File: src/rtl/cpu_pkg.sv
// Shared definitions for the multi-cycle fetch/execute core: opcodes, IR
// field positions, FSM state encoding and flag bit indices.
package cpu_pkg;

  localparam logic [4:0] OP_MOVSGPR = 5'd0;
  localparam logic [4:0] OP_MOV     = 5'd1;
  localparam logic [4:0] OP_ADD     = 5'd2;
  localparam logic [4:0] OP_SUB     = 5'd3;
  localparam logic [4:0] OP_MUL     = 5'd4;
  localparam logic [4:0] OP_OR      = 5'd5;
  localparam logic [4:0] OP_AND     = 5'd6;
  localparam logic [4:0] OP_XOR     = 5'd7;
  localparam logic [4:0] OP_XNOR    = 5'd8;
  localparam logic [4:0] OP_NAND    = 5'd9;
  localparam logic [4:0] OP_NOR     = 5'd10;
  localparam logic [4:0] OP_NOT     = 5'd11;
  localparam logic [4:0] OP_JMP     = 5'd12;
  localparam logic [4:0] OP_JZ      = 5'd13;
  localparam logic [4:0] OP_JNZ     = 5'd14;
  localparam logic [4:0] OP_HALT    = 5'd15;

  localparam int OPER_LO  = 27;
  localparam int RDST_LO  = 22;
  localparam int RSRC1_LO = 17;
  localparam int IMM_BIT  = 16;
  localparam int RSRC2_LO = 11;
  localparam int ISRC_LO  = 0;

  typedef enum logic [1:0] {
    S_IDLE  = 2'd0,
    S_FETCH = 2'd1,
    S_EXEC  = 2'd2,
    S_HALT  = 2'd3
  } state_t;

  localparam int FLAG_SIGN  = 3;
  localparam int FLAG_ZERO  = 2;
  localparam int FLAG_OVF   = 1;
  localparam int FLAG_CARRY = 0;

  // Opcodes 0..11 produce a result and update the flags.
  function automatic logic is_alu_op(input logic [4:0] op);
    return op <= OP_NOT;
  endfunction

endpackage

File: src/rtl/cpu_alu.sv
// Combinational datapath: result, new SGPR value and {sign,zero,ovf,carry}
// for the ALU opcodes. Non-ALU opcodes produce don't-care outputs.
module cpu_alu
  import cpu_pkg::*;
#(
  parameter int DATA_W = 16
) (
  input  logic [4:0]        oper,
  input  logic              imm_mode,
  input  logic [DATA_W-1:0] a,
  input  logic [DATA_W-1:0] b,
  input  logic [DATA_W-1:0] sgpr,
  output logic [DATA_W-1:0] result,
  output logic [DATA_W-1:0] sgpr_next,
  output logic [3:0]        flags
);

  logic [DATA_W:0]     sum;
  logic [DATA_W:0]     diff;
  logic [2*DATA_W-1:0] prod;
  logic                carry;
  logic                ovf;

  always_comb begin
    sum       = {1'b0, a} + {1'b0, b};
    diff      = {1'b0, a} - {1'b0, b};
    prod      = {{DATA_W{1'b0}}, a} * {{DATA_W{1'b0}}, b};
    result    = '0;
    sgpr_next = sgpr;
    carry     = 1'b0;
    ovf       = 1'b0;
    case (oper)
      OP_MOVSGPR: result = sgpr;
      OP_MOV:     result = imm_mode ? b : a;
      OP_ADD: begin
        result = sum[DATA_W-1:0];
        carry  = sum[DATA_W];
        ovf    = (a[DATA_W-1] == b[DATA_W-1]) && (result[DATA_W-1] != a[DATA_W-1]);
      end
      OP_SUB: begin
        // diff[DATA_W] is the borrow, i.e. a < b unsigned.
        result = diff[DATA_W-1:0];
        carry  = diff[DATA_W];
        ovf    = (a[DATA_W-1] != b[DATA_W-1]) && (result[DATA_W-1] != a[DATA_W-1]);
      end
      OP_MUL: begin
        result    = prod[DATA_W-1:0];
        sgpr_next = prod[2*DATA_W-1:DATA_W];
      end
      OP_OR:   result = a | b;
      OP_AND:  result = a & b;
      OP_XOR:  result = a ^ b;
      OP_XNOR: result = ~(a ^ b);
      OP_NAND: result = ~(a & b);
      OP_NOR:  result = ~(a | b);
      OP_NOT:  result = imm_mode ? ~b : ~a;
      default: result = '0;
    endcase

    flags             = '0;
    flags[FLAG_CARRY] = carry;
    flags[FLAG_OVF]   = ovf;
    if (oper == OP_MUL) begin
      flags[FLAG_SIGN] = prod[2*DATA_W-1];
      flags[FLAG_ZERO] = (prod == '0);
    end else begin
      flags[FLAG_SIGN] = result[DATA_W-1];
      flags[FLAG_ZERO] = (result == '0);
    end
  end

endmodule

File: src/rtl/cpu_fsm_core.sv
// Multi-cycle core: IDLE -> FETCH (req/valid handshake) -> EXEC -> FETCH,
// with PC sequencing, conditional jumps and an absorbing HALT state.
module cpu_fsm_core
  import cpu_pkg::*;
#(
  parameter int DATA_W = 16,
  parameter int NREG   = 32,
  parameter int ADDR_W = 11
) (
  input  logic              clk,
  input  logic              rst,
  output logic              imem_req,
  output logic [ADDR_W-1:0] imem_addr,
  input  logic [31:0]       imem_rdata,
  input  logic              imem_valid,
  output logic [ADDR_W-1:0] pc,
  output logic [3:0]        flags,
  output logic              halted,
  input  logic [4:0]        dbg_raddr,
  output logic [DATA_W-1:0] dbg_rdata
);

  localparam logic [5:0] NREG_L = 6'(NREG);

  state_t              state_q, state_d;
  logic [31:0]         ir_q;
  logic [ADDR_W-1:0]   pc_q;
  logic [DATA_W-1:0]   gpr [NREG];
  logic [DATA_W-1:0]   sgpr_q;
  logic [3:0]          flags_q;

  logic [4:0]          oper, rdst, rsrc1, rsrc2;
  logic                imm_mode;
  logic [DATA_W-1:0]   isrc_ext, a_val, b_val;
  logic [DATA_W-1:0]   alu_result, alu_sgpr;
  logic [3:0]          alu_flags;
  logic [ADDR_W-1:0]   pc_inc, jmp_target;

  assign oper       = ir_q[OPER_LO +: 5];
  assign rdst       = ir_q[RDST_LO +: 5];
  assign rsrc1      = ir_q[RSRC1_LO +: 5];
  assign rsrc2      = ir_q[RSRC2_LO +: 5];
  assign imm_mode   = ir_q[IMM_BIT];
  assign isrc_ext   = DATA_W'(ir_q[ISRC_LO +: 16]);
  assign pc_inc     = pc_q + ADDR_W'(1);
  assign jmp_target = ir_q[ISRC_LO +: ADDR_W];

  // Indices beyond the implemented register count read as zero.
  assign a_val     = ({1'b0, rsrc1} < NREG_L) ? gpr[rsrc1] : '0;
  assign b_val     = imm_mode ? isrc_ext :
                     (({1'b0, rsrc2} < NREG_L) ? gpr[rsrc2] : '0);
  assign dbg_rdata = ({1'b0, dbg_raddr} < NREG_L) ? gpr[dbg_raddr] : '0;

  cpu_alu #(.DATA_W(DATA_W)) u_alu (
    .oper      (oper),
    .imm_mode  (imm_mode),
    .a         (a_val),
    .b         (b_val),
    .sgpr      (sgpr_q),
    .result    (alu_result),
    .sgpr_next (alu_sgpr),
    .flags     (alu_flags)
  );

  always_comb begin
    state_d = state_q;
    case (state_q)
      S_IDLE:  state_d = S_FETCH;
      S_FETCH: if (imem_valid) state_d = S_EXEC;
      S_EXEC:  state_d = (oper == OP_HALT) ? S_HALT : S_FETCH;
      S_HALT:  state_d = S_HALT;
      default: state_d = S_IDLE;
    endcase
  end

  // Gating with rst drops the request in the same cycle reset is raised.
  assign imem_req  = (state_q == S_FETCH) && !rst;
  assign imem_addr = pc_q;
  assign pc        = pc_q;
  assign flags     = flags_q;
  assign halted    = (state_q == S_HALT);

  always_ff @(posedge clk or posedge rst) begin
    if (rst) begin
      state_q <= S_IDLE;
      ir_q    <= '0;
      pc_q    <= '0;
      sgpr_q  <= '0;
      flags_q <= '0;
      for (int i = 0; i < NREG; i++) gpr[i] <= '0;
    end else begin
      state_q <= state_d;
      if (state_q == S_FETCH && imem_valid) ir_q <= imem_rdata;
      if (state_q == S_EXEC) begin
        if (is_alu_op(oper)) begin
          if ({1'b0, rdst} < NREG_L) gpr[rdst] <= alu_result;
          if (oper == OP_MUL) sgpr_q <= alu_sgpr;
          flags_q <= alu_flags;
        end
        case (oper)
          OP_JMP:  pc_q <= jmp_target;
          OP_JZ:   pc_q <= flags_q[FLAG_ZERO] ? jmp_target : pc_inc;
          OP_JNZ:  pc_q <= flags_q[FLAG_ZERO] ? pc_inc : jmp_target;
          OP_HALT: pc_q <= pc_q;
          default: pc_q <= pc_inc;
        endcase
      end
    end
  end

endmodule

File: config.mk
export PLATFORM = sky130hd
export DESIGN_NAME = cpu_fsm_core
export DESIGN_NICKNAME = d
export VERILOG_FILES = /design/src/rtl/cpu_pkg.sv /design/src/rtl/cpu_alu.sv /design/src/rtl/cpu_fsm_core.sv
export SDC_FILE = /design/constraint.sdc
export NUM_CORES = 2
export LEC_CHECK = 0
export ABC_AREA = 1
export BUFFER_PORTS_ARGS = -buffer_cell sky130_fd_sc_hd__buf_2
export CORE_AREA = 3 3 314 316
export DETAILED_ROUTE_END_ITERATION = 7
export DIE_AREA = 0 0 317 319
export PLACE_DENSITY_LB_ADDON = 0.1
export SYNTH_ARGS = -nofsm -noshare
export SYNTH_HDL_FRONTEND = slang
export SYNTH_SLANG_ARGS = --single-unit
File: constraint.sdc
create_clock -name clk -period 45 [get_ports clk]
set_clock_uncertainty 0.15 [all_clocks]
set_input_delay 4.5 -clock clk [delete_from_list [all_inputs] [get_ports clk]]
set_output_delay 4.5 -clock clk [all_outputs]
set_load 0.05 [all_outputs]
== Word level (Yosys, flattened, before mapping) ==
Index checks and enable logic that the tools add are counted.
Storage, ports and cells
  bits in registers: 577
  output and inout port bits: 44
  input bits: 40
Cells by class
  equal/unequal tests: 23
  muxes and demuxes: 25
  reductions and logical operators: 13
  bitwise operators: 13
  add/subtract/negate cells: 3
  multiply operators: 1
  magnitude comparators: 6
Operators with widths (number)
  512-bit bitwise mux: 1
  16-bit binary-select mux with 5-bit select: 3
  16-bit case mux with 12 select lines: 1
  16-bit 2-to-1 mux: 10
  16-bit demux with 5-bit select: 1
  16-bit NOT: 5
  11-bit case mux with 4 select lines: 1
  5-bit by 4-bit equality test with 1-bit output (second input constant): 8
  32-bit zero test: 1
  16-bit by 16-bit multiplier with 32-bit output: 1
  6-bit greater-or-equal comparator (second input constant): 4
  5-bit NOT with 6-bit output: 4
  11-bit 2-to-1 mux: 2
  5-bit by 3-bit equality test with 1-bit output (second input constant): 4
  16-bit by 16-bit adder with 17-bit output: 1
  16-bit by 16-bit subtractor with 17-bit output: 1
  16-bit bitwise AND: 1
  16-bit zero test: 1
  16-bit bitwise OR: 1
  16-bit bitwise XOR: 1
  11-bit by 1-bit adder with 11-bit output (second input constant): 1
  5-bit by 2-bit equality test with 1-bit output (second input constant): 2
  2-bit case mux with 4 select lines: 1
  6-bit by 1-bit less-than comparator with 1-bit output (second input constant): 1
  16 further kinds: 27

== Logic depth before layout (Yosys ltp) ==
  word-level depth: 10
  depth in mapped cells: 46

== By module ==
Synthesis repeated with hierarchy kept, for this count alone.
Second synthesis, totals
  cell total of the unflattened synthesis: 7943
  area, all modules: 50443.4 µm²
By module, submodules not included
  cpu_fsm_core: instances 1, area an instance 36765.3 µm², cells an instance 5693
  cpu_alu: instances 1, area an instance 13678.1 µm², cells an instance 2250

== Least setup slack after synthesis ==
Ideal clock, no wire load.
  kind: in2out
  from: input dbg_raddr[0]
  to: output dbg_rdata[12]
  data arrival time: 6.647 ns
  path slack: 33.703 ns
  path buffers: 3
  data required time: 40.350 ns
  stages on the path: 9
  path through: clkbuf_1 -> clkinv_1 -> clkbuf_1 -> clkbuf_1 -> a21oi_1 -> o21ai_0 -> o211ai_1 -> nand3_1 -> a31oi_1
On the way
  cells in the longest elaborated chain, start to end: 4
Ends and longest elaborated chain
  start: declaration: line cpu_fsm_core.sv:19  | input logic [4:0] dbg_raddr,
  5-bit NOT with 6-bit output (not written as such): line cpu_fsm_core.sv:52  | assign dbg_rdata = ({1'b0, dbg_raddr} < NREG_L) ? gpr[dbg_raddr] : '0;
  16-bit binary-select mux with 5-bit select: line cpu_fsm_core.sv:52
  16-bit 2-to-1 mux (not written as such) (2 in a row): line cpu_fsm_core.sv:52
  end: declaration: line cpu_fsm_core.sv:20  | output logic [DATA_W-1:0] dbg_rdata
Every way passes these cells. The select of a mux whose other input is x is not followed.

== Worst setup path in the final report ==
  from: input dbg_raddr[0]
  to: output dbg_rdata[3]
Same word-level chain as after synthesis.

==> results.py <==
metrics = {
    "floorplan": {
        "die_area_sq_um": 101000,
        "start_util": 0.497,
        "die_w_um": 317,
        "rows": 114,
        "ios": 84,
        "die_h_um": 319,
        "core_area_sq_um": 96300,
    },
    "clock_network": {
        "cts_hold_buffers": 0,
        "cts_buffers": 72,
        "cts.sinks": 577,
        "ctsRootBufferMaster": "clkbuf_16",
        "post_cts_resized": 0,
        "cts_buffer_depth": 3,
        "insertion_delay_ps": 670,
        "cts_max_level": 3,
        "clk_pin_slew_worst_paths_ps": 50,
        "cts_setup_buffers": 0,
        "cts_tree": "yes",
    },
    "min_path": {
        "hold_start": "sgpr_q[3]$_DFFE_PP0P_",
        "worstHoldEndpoint": "sgpr_q[3]$_DFFE_PP0P_",
        "whs_path_depth": 2,
        "min_path_type": "reg -> reg",
    },
    "placed_design": {
        "gp_congestion": 0.961,
        "placed_area_sq_um": 48500,
        "hpwl_um": 127000,
        "port_buffers": 83,
    },
    "final_layout": {
        "multi_input_area_sq_um": 28800,
        "fillers": 9546,
        "area_growth_pct": 6.65,
        "drive_gt1_frac": 0.0586,
        "seqCellArea_sq_um": 14500,
        "fin_nets": 7174,
        "fin_area_sq_um": 51000,
    },
    "critical_path": {
        "worstPathMaxFanout": 173,
        "rr_endpoint": "gpr[93]$_DFFE_PP0P_",
        "critical_path_arrival_ps": 8270,
        "r2r_slack_ps": 33960,
        "r2r_cells": 38,
        "crit_slowest_cell": "buf_4",
        "crit_top_cell": "o21ai_0",
        "startpoint_type": "primary input",
        "path_cells": "buf_6, inv_8, buf_4, o21ai_0, o22ai_1, o21ai_0, o21ai_0, nor2_1, a31oi_1, buf_2",
        "r2r_start": "ir_q[18]$_DFFE_PP0P_",
        "crit_path_end_kind": "output port",
        "crit_required_ps": 40350,
        "worst-setup-path-type": "in -> out",
        "crit_path_max_incr_delay_ps": 960,
    },
    "logic_synthesis": {
        "netlist_area_sq_um": 47800,
        "synth_cell_types": 54,
        "synth_area_leaders": "dfrtp_1 30%, nand2_1 15%, o21ai_0 10%",
        "yosys.area.top_type": "dfrtp_1",
        "ys_ff_latch": 577,
        "postSynthAreaPerCell_sq_um": 6.80,
        "async_flop_share": 1.00,
        "ys_warn_count": 0,
        "synth_cells": 7034,
        "syn-num-nets": 7424,
        "synth_edf_count": 0,
        "synth-main-ff-cell": "dfrtp_1",
        "synth_top_cell_area_share": 0.302,
        "yosysSeqAreaShare": 0.302,
        "yosysMostFrequentCell": "nand2_1",
        "ys_top_cells_by_count": "1918 x nand2_1, 981 x o21ai_0, 666 x nor2_1, 606 x nand3_1, 592 x inv_1",
    },
    "sta": {
        "fin_crit_ps": 12920,
        "relSlewSlack": 0.180,
        "tightest_slew_ps": 1230,
        "rsz0062_at_grt": "no",
        "fmax_mhz": 77.4,
        "slew_violations": 0,
        "tns_ps": 0,
        "post-route-period-util": 0.287,
        "report.final.setup_viol": 0,
        "finalHoldViolCount": 0,
    },
    "global_routing": {
        "antenna_found_initial": 0,
        "grt_pass1_vias": 46557,
        "grtUsageTotal": 0.382,
        "grt.overflow.total": 0,
        "grt_pass1_wl_um": 296000,
        "grt_start_max_net_pins": 179,
    },
    "routing": {
        "drt_first_pass_iters": 8,
        "wl_per_cell_um": 24.1,
        "wl_um": 196000,
        "vias_per_cell": 6.23,
        "vias": 50548,
        "drc": 2,
        "final_antenna_net_count": 0,
        "drt_iter0_markers": 6536,
    },
    "pwr": {
        "p_per_area_nw_per_um2": 23.5,
        "ir_drop_v": 0.0000248,
        "leakage_nw": 24.0,
    },
    "status": {
        "violations": "DRC",
        "outcome": "finished, violations left",
    },
    "job": {
        "drv_cap": 0,
    },
}
[critical path: cells and delay by family]
kind                   cells  cell delay (ps)
AOI/OAI and AO/OA          5             1350
and+or+nand+nor            1              100
buffers and inverters      4             2220
[layout make-up]
type | count | share of cell area
sequential | 577 | 0.284
clock inverter | 31 | 0.00856
timing repair buffer | 191 | 0.0249
clock buffer | 100 | 0.0400
multi-input combinational | 5311 | 0.564
inverter | 631 | 0.0472
antenna | 1 | 0.0000491
tap | 1276 | 0.0313
[placed cells by master (no fill, tap or decap), drive strengths merged, types with 2 or more instances in the layout]
| master | count |
|---|---|
| clkinvlp | 3 |
| a32o | 9 |
| o21a | 2 |
| o211ai | 37 |
| o22ai | 46 |
| a22oi | 6 |
| nand2 | 1918 |
| a21oi | 230 |
| xnor2 | 7 |
| nand3 | 607 |
| clkinv | 25 |
| o21ai | 1068 |
| nor4 | 3 |
| dfrtp | 577 |
| nand4 | 20 |
| clkbuf | 100 |
| and3 | 14 |
| xor2 | 10 |
| nand3b | 9 |
| o31ai | 4 |
| or2 | 3 |
| a211oi | 3 |
| a32oi | 12 |
| o221ai | 161 |
| inv | 625 |
| mux2 | 11 |
| bufinv | 9 |
| o21bai | 7 |
| ha | 155 |
| fa | 195 |
| o2111ai | 5 |
| nor3 | 46 |
| nor2 | 681 |
| buf | 191 |
| a31oi | 34 |
[stage by stage]
step	hold slack [ps]	setup slack, ps	total power [mW]	utilization	cells
after floorplan	299	24210	0.569	-	7034
after global placement	324	32280	0.588	0.504	7986
after global routing	373	31930	1.23	0.530	8117
after CTS	342	32260	1.20	0.530	8117
final	344	32080	1.20	0.530	8118
after detailed placement	329	32260	0.589	0.504	7986
[state kept, by name (all words and copies together) (netlist names)]
name / flops
gpr: 512
ir_q: 32
sgpr_q: 16
imem_addr: 11
flags: 4
state_q: 2
[worst max path at each step]
stage                  from              endpoint  slack, ps  cells past startpoint
2_1_floorplan           rst  flags[0]$_DFFE_PP0P_      24210                      1
3_3_place_gp   dbg_raddr[0]          dbg_rdata[3]      32280                     10
3_5_place_dp   dbg_raddr[0]          dbg_rdata[3]      32260                     10
4_1_cts        dbg_raddr[0]          dbg_rdata[3]      32260                     10
5_1_grt        dbg_raddr[0]          dbg_rdata[3]      31930                     10
6_report       dbg_raddr[0]          dbg_rdata[3]      32080                     10
[per-layer routing]
metal / vias to the layer above / GRT usage / part of all wire
met2: 3223 / 0.546 / 0.41
met1: 24015 / 0.538 / 0.41
met5: - / 0 / 0
met4: 0 / 0.206 / 0.063
met3: 651 / 0.0830 / 0.12
li1: 22659 / - / -
[report_power, final]
group / switching (mW) / internal (mW)
clock network: 0.249 / 0.370
registers: 0 / 0.519
logic: 0.0479 / 0.0137
total: 0.297 / 0.903
[cell families after synthesis]
logic type | count (synthesis) | synth area share
simple gates | 3302 | 0.282
xor+xnor | 17 | 0.00311
flops | 577 | 0.302
buf+inv | 1146 | 0.0964
fa+ha+maj | 350 | 0.122
mux | 11 | 0.00259
compound gates | 1631 | 0.191
Power figures use the tool's default switching activity.
